File: config.mk
export PLATFORM = sky130hd
export DESIGN_NAME = trigger_event_buffer
export DESIGN_NICKNAME = d
export VERILOG_FILES = /design/src/rtl/trigger_event_buffer.sv
export SDC_FILE = /design/constraint.sdc
export NUM_CORES = 1
export LEC_CHECK = 0
export ABC_AREA = 0
export CORE_UTILIZATION = 40
export CTS_BUF_LIST = sky130_fd_sc_hd__clkbuf_4 sky130_fd_sc_hd__clkbuf_8
export DETAILED_ROUTE_END_ITERATION = 10
export SLEW_MARGIN = 20
export SYNTH_ARGS = -nofsm -noshare
export SYNTH_HDL_FRONTEND = slang
export SYNTH_SLANG_ARGS = --single-unit
File: constraint.sdc
create_clock -name CLK -period 7.7 [get_ports CLK]
set_input_delay 1.54 -clock CLK [delete_from_list [all_inputs] [get_ports CLK]]
set_output_delay 1.54 -clock CLK [all_outputs]
set_load 0.01 [all_outputs]
File: src/rtl/trigger_event_buffer.sv
// trigger_event_buffer
// Turns each rising edge of the trigger handler output into a timestamped
// event word {SIGNAL2 hit, SIGNAL1 hit, timestamp}. Event words are queued in a
// small FIFO that the readout side drains at its own pace. After each accepted
// trigger, a programmable dead window blocks new triggers. Triggers that arrive
// while the FIFO is full are counted as drops.
//
// Readout handshake: RD_EN is a request. It pops only when FIFO_EMPTY=0. A pop
// presents the oldest word on RD_DATA in the following cycle, with RD_VALID high
// for exactly that one cycle. The readout side has no backpressure. RD_EN on an
// empty FIFO is ignored, and RD_DATA keeps its last value.
module trigger_event_buffer #(
    parameter int DEPTH_LOG2 = 4,
    parameter int TS_WIDTH   = 30
) (
    input  logic                    CLK,
    input  logic                    RESET,
    input  logic                    TRIGGER_IN,
    input  logic                    SIGNAL1,
    input  logic                    SIGNAL2,
    input  logic                    read_mode,
    input  logic [15:0]             mconfig,
    input  logic                    RD_EN,
    output logic [TS_WIDTH+1:0]     RD_DATA,
    output logic                    RD_VALID,
    output logic [DEPTH_LOG2:0]     FIFO_COUNT,
    output logic                    FIFO_EMPTY,
    output logic                    FIFO_FULL,
    output logic [15:0]             DROP_COUNT,
    output logic [1:0]              o_dbg_state
);

    localparam int DEPTH = 1 << DEPTH_LOG2;
    localparam logic [DEPTH_LOG2:0] C_FULL = (DEPTH_LOG2+1)'(DEPTH);
    localparam logic [DEPTH_LOG2:0] C_ONE  = (DEPTH_LOG2+1)'(1);

    localparam logic [1:0] ST_IDLE = 2'd0;
    localparam logic [1:0] ST_DEAD = 2'd1;

    logic [TS_WIDTH-1:0]   r_ts;
    logic                  r_t_d;
    logic [1:0]            r_state;
    logic [7:0]            r_dead_cnt;
    logic [TS_WIDTH+1:0]   r_mem [DEPTH];
    logic [DEPTH_LOG2-1:0] r_wr_ptr;
    logic [DEPTH_LOG2-1:0] r_rd_ptr;
    logic [DEPTH_LOG2:0]   r_count;
    logic [15:0]           r_drop;
    logic [TS_WIDTH+1:0]   r_rd_data;
    logic                  r_rd_valid;

    logic                  w_edge;
    logic                  w_accept;
    logic                  w_full;
    logic                  w_empty;
    logic                  w_pop;
    logic                  w_push;
    logic                  w_drop;
    logic [7:0]            w_dead_time;
    logic [TS_WIDTH+1:0]   w_word;
    logic                  w_unused_cfg;

    assign w_full       = (r_count == C_FULL);
    assign w_empty      = (r_count == '0);
    assign w_edge       = TRIGGER_IN & ~r_t_d;
    assign w_dead_time  = mconfig[11:4];
    assign w_accept     = w_edge & mconfig[0] & ~read_mode & (r_state == ST_IDLE);
    assign w_pop        = RD_EN & ~w_empty;
    // A full FIFO still takes the new word if a pop frees a slot in the same cycle.
    assign w_push       = w_accept & (~w_full | w_pop);
    assign w_drop       = w_accept & w_full & ~w_pop;
    assign w_word       = {SIGNAL2, SIGNAL1, r_ts};
    assign w_unused_cfg = ^{mconfig[15:12], mconfig[3:2]};

    // Free-running timestamp plus the one-cycle delayed trigger used for edge detect.
    always_ff @(posedge CLK) begin
        if (RESET) begin
            r_ts  <= '0;
            r_t_d <= 1'b0;
        end else begin
            r_ts  <= r_ts + TS_WIDTH'(1);
            r_t_d <= TRIGGER_IN;
        end
    end

    // Capture FSM: an accepted trigger opens a dead window of mconfig[11:4] cycles.
    always_ff @(posedge CLK) begin
        if (RESET) begin
            r_state    <= ST_IDLE;
            r_dead_cnt <= '0;
        end else begin
            case (r_state)
                ST_IDLE: begin
                    if (w_accept && (w_dead_time != 8'd0)) begin
                        r_state    <= ST_DEAD;
                        r_dead_cnt <= w_dead_time;
                    end
                end
                ST_DEAD: begin
                    if (r_dead_cnt <= 8'd1) begin
                        r_state    <= ST_IDLE;
                        r_dead_cnt <= '0;
                    end else begin
                        r_dead_cnt <= r_dead_cnt - 8'd1;
                    end
                end
                default: begin
                    r_state    <= ST_IDLE;
                    r_dead_cnt <= '0;
                end
            endcase
        end
    end

    // Event storage. The array has no reset; only the pointers define its contents.
    always_ff @(posedge CLK) begin
        if (!RESET && w_push) begin
            r_mem[r_wr_ptr] <= w_word;
        end
    end

    // Pointers and occupancy. An empty FIFO never bypasses a push straight to a pop.
    always_ff @(posedge CLK) begin
        if (RESET) begin
            r_wr_ptr <= '0;
            r_rd_ptr <= '0;
            r_count  <= '0;
        end else begin
            if (w_push) begin
                r_wr_ptr <= r_wr_ptr + 1'b1;
            end
            if (w_pop) begin
                r_rd_ptr <= r_rd_ptr + 1'b1;
            end
            if (w_push && !w_pop) begin
                r_count <= r_count + C_ONE;
            end else if (w_pop && !w_push) begin
                r_count <= r_count - C_ONE;
            end
        end
    end

    // Read port: one-cycle valid strobe per pop, and data held between pops.
    always_ff @(posedge CLK) begin
        if (RESET) begin
            r_rd_data  <= '0;
            r_rd_valid <= 1'b0;
        end else begin
            r_rd_valid <= w_pop;
            if (w_pop) begin
                r_rd_data <= r_mem[r_rd_ptr];
            end
        end
    end

    // Drop counter: saturating, and the clear level wins over a same-cycle drop.
    always_ff @(posedge CLK) begin
        if (RESET) begin
            r_drop <= '0;
        end else if (mconfig[1]) begin
            r_drop <= '0;
        end else if (w_drop && (r_drop != 16'hFFFF)) begin
            r_drop <= r_drop + 16'd1;
        end
    end

    assign RD_DATA     = r_rd_data;
    assign RD_VALID    = r_rd_valid;
    assign FIFO_COUNT  = r_count;
    assign FIFO_EMPTY  = w_empty;
    assign FIFO_FULL   = w_full;
    assign DROP_COUNT  = r_drop;
    assign o_dbg_state = r_state;

endmodule
==> flow_summary.ini <==
[route]
drtPass1Iterations = 5
vias_per_cell = 5.389
wire_per_inst_um = 22.45
drt_iter0_drc = 839
vias = 12480
drcViolationCount = 0
drtAntennaViolNets = 0
routed_wl_mm = 51.98

[clock_tree]
cts_hold_buf = 0
root_buffer = clkbuf_8
cts_setup_buffers = 0
cts_tree = built
clkTransAtPathRegs_ns = 0.06
cts_buffer_depth = 3
worstSkewPairLatency_ns = 0.68
htreeDepth = 3
cts_resized = 0
numCtsBuffers = 99
clkSinkCount = 614

[timing]
clock.fmax_mhz = 233.7
period_needed_ns = 4.280
slew_viol_final = 0
max_slew.worst_pin.slew_ns = 1.018
hold_viol = 0
slew_headroom_pct = 31.59
fin_tns_setup_ns = 0
skew_ns = 0.02942
rsz0062_at_grt = no
setup_violations = 0
fin_crit_sh_pct = 55.58

[finish]
fin_nets = 1504
drive_above_1_share_pct = 21.87
area_delta_synth_final_pct = 16.28
fin_util_pct = 47.41
final_cell_count_no_fill = 2316

[floorplan]
row_count = 88
ios = 81
initial_core_util_pct = 40.77
core-area_um2 = 58140
die-area_um2 = 60240
die_width_um = 245.4
die-height_um = 245.4

[power]
p_leak_nw = 8.687
powerDensity_nw_per_um2 = 283.2
vdd_drop_max_mv = 0.1691

[placement]
dp_hpwl_mm = 27.96
gp_congestion = 0.7755
port_buffers = 73
place_inst = 2131

[logic_synthesis]
synth_nets = 1377
ys_seq_area_share_pct = 73.48
yosys_warnings = 0
synth_edf_count = 512
synth.avg_cell_area_um2 = 17.69
synth_flop_cell = edfxtp_1
synth_cells = 1340
synth_seq_cells = 614
ys_types = 55
netlist_area_um2 = 23700
synthArstFlopShare_pct = 0

[critical_path]
start_kind = primary input
cp-end-kind = flop
required_ns = 8.02
r2r_setup_slack_ns = 3.98
cp_data_arrival_time_ns = 4.60
setup.worst_path.class = primary input to flop
cp_max_fo = 17

[grt]
overflow = 0
antenna_found_initial = 1
grt_usage_pct = 17.68
grt_max_degree = 108
grt_pass1_wl_mm = 79.61
grt_pass1_vias = 13070

[run]
cap_viol_max_count = 0

[worst_hold_path]
hold_class = flop to flop

[status]
status = complete, no violations
synthesized netlist by cell type, types with 4 or more instances:
| cell | count | area [um^2] |
|---|---|---|
| o22ai_1 | 26 | 162.7 |
| o21ai_0 | 9 | 45.04 |
| a311oi_1 | 28 | 245.2 |
| nand2_1 | 27 | 101.4 |
| and4_1 | 8 | 70.07 |
| mux2i_1 | 66 | 660.6 |
| nand4_1 | 11 | 68.82 |
| and3_1 | 8 | 50.05 |
| nor3_1 | 7 | 35.03 |
| buf_1 | 13 | 48.80 |
| or3_1 | 9 | 56.30 |
| xor2_1 | 27 | 236.5 |
| dfxtp_1 | 102 | 2042 |
| nor4_1 | 4 | 25.02 |
| a22oi_1 | 26 | 195.2 |
| mux4_2 | 103 | 2320 |
| and2_1 | 9 | 56.30 |
| nor2_1 | 109 | 409.1 |
| xnor2_1 | 18 | 157.7 |
| nor2b_1 | 6 | 37.54 |
| inv_1 | 10 | 37.54 |
| buf_2 | 12 | 60.06 |
| o221ai_1 | 7 | 61.31 |
| a21oi_1 | 43 | 215.2 |
| clkbuf_1 | 49 | 183.9 |
| edfxtp_1 | 512 | 15370 |
| nand3_1 | 24 | 120.1 |
| nand3b_1 | 9 | 67.56 |
| ha_1 | 13 | 162.7 |
| or2_2 | 4 | 25.02 |
final timing paths:
kind	startpoint	end	cells past startpoint
max	TRIGGER_IN	r_mem[12][22]	7
min reg2reg	RD_DATA[23]	RD_DATA[23]	2
min	RD_DATA[23]	RD_DATA[23]	2
max reg2reg	FIFO_COUNT[0]	FIFO_COUNT[4]	12
cell usage in the layout, fill, tap and decap left out, types with 18 or more instances in the layout:
cell type / synthesis / routed
clkdlybuf4s50_1: 0 / 72
nor2_1: 109 / 93
buf_4: 1 / 28
mux4_2: 103 / 103
clkbuf_8: 0 / 112
o22ai_1: 26 / 26
nand3_1: 24 / 24
edfxtp_1: 512 / 512
nand2_1: 27 / 27
clkbuf_4: 0 / 52
a22oi_1: 26 / 26
a21oi_1: 43 / 43
xnor2_1: 18 / 18
mux2i_1: 66 / 66
xor2_1: 27 / 27
dfxtp_1: 102 / 100
a311oi_1: 28 / 28
per-layer routing:
| layer | vias to the layer above | share of wire, % | track usage (%) |
|---|---|---|---|
| li1 | 5639 | - | - |
| met1 | 6497 | 44 | 23.62 |
| met2 | 268 | 49 | 29.07 |
| met3 | 76 | 4.5 | 3.176 |
| met4 | 0 | 2.2 | 6.138 |
| met5 | - | 0 | 0 |
power breakdown:
| part | switching [mW] | leakage [nW] | internal (mW) |
|---|---|---|---|
| registers | 0.138 | 5.56 | 3.65 |
| logic | 0.517 | 1.99 | 0.566 |
| clock network | 1.25 | 1.13 | 1.68 |
| total | 1.91 | 8.69 | 5.90 |
worst max-delay path, cell delays in order:
cell and delay, ns:
clkdlybuf4s50_1 0.49, nand4bb_1 0.14, nor2_1 0.56, and2_1 0.37
nand2_1 0.30, nor2_4 0.68, buf_4 0.47
kinds of logic after synthesis:
kind of cell	Yosys count	synth area share, %
other cells	1	0.01582
compound gates	162	4.661
buf+inv	85	1.425
mux	169	12.57
flops	614	73.48
fa+ha+maj	14	0.7707
simple gates	250	5.416
xor+xnor	45	1.663
sequential cells by signal, indices dropped and copies added (netlist names):
signal	flops
RD_DATA	32
r_wr_ptr	4
r_ts	30
r_dead_cnt	8
DROP_COUNT	16
FIFO_COUNT	5
r_mem	512
RD_VALID	1
r_rd_ptr	4
o_dbg_state	1
r_t_d	1
area by class of cell:
cell class | count | area [um^2]
Sequential cell | 614 | 17420
Timing Repair Buffer | 101 | 950.9
Multi-Input combinational cell | 641 | 6076
Inverter | 10 | 37.54
Fill cell | 4968 | 30570
Clock inverter | 20 | 182.7
Tap cell | 765 | 957.2
Antenna cell | 1 | 2.502
Clock buffer | 164 | 1932
metrics by stage:
step           setup WS (ns)  total power, mW  instance area [um^2]  hold WS, ns
3_5_place_dp           2.634            4.967                 25450       0.4942
2_1_floorplan          3.536            4.550                 23700       0.4738
6_report               3.420            7.807                 27560       0.4975
4_1_cts                3.351            7.910                 27560       0.5010
5_1_grt                3.188            8.135                 27560       0.5195
3_3_place_gp           2.703            4.960                 25450       0.4891
No activity file was read; power rests on OpenSTA's default activity.
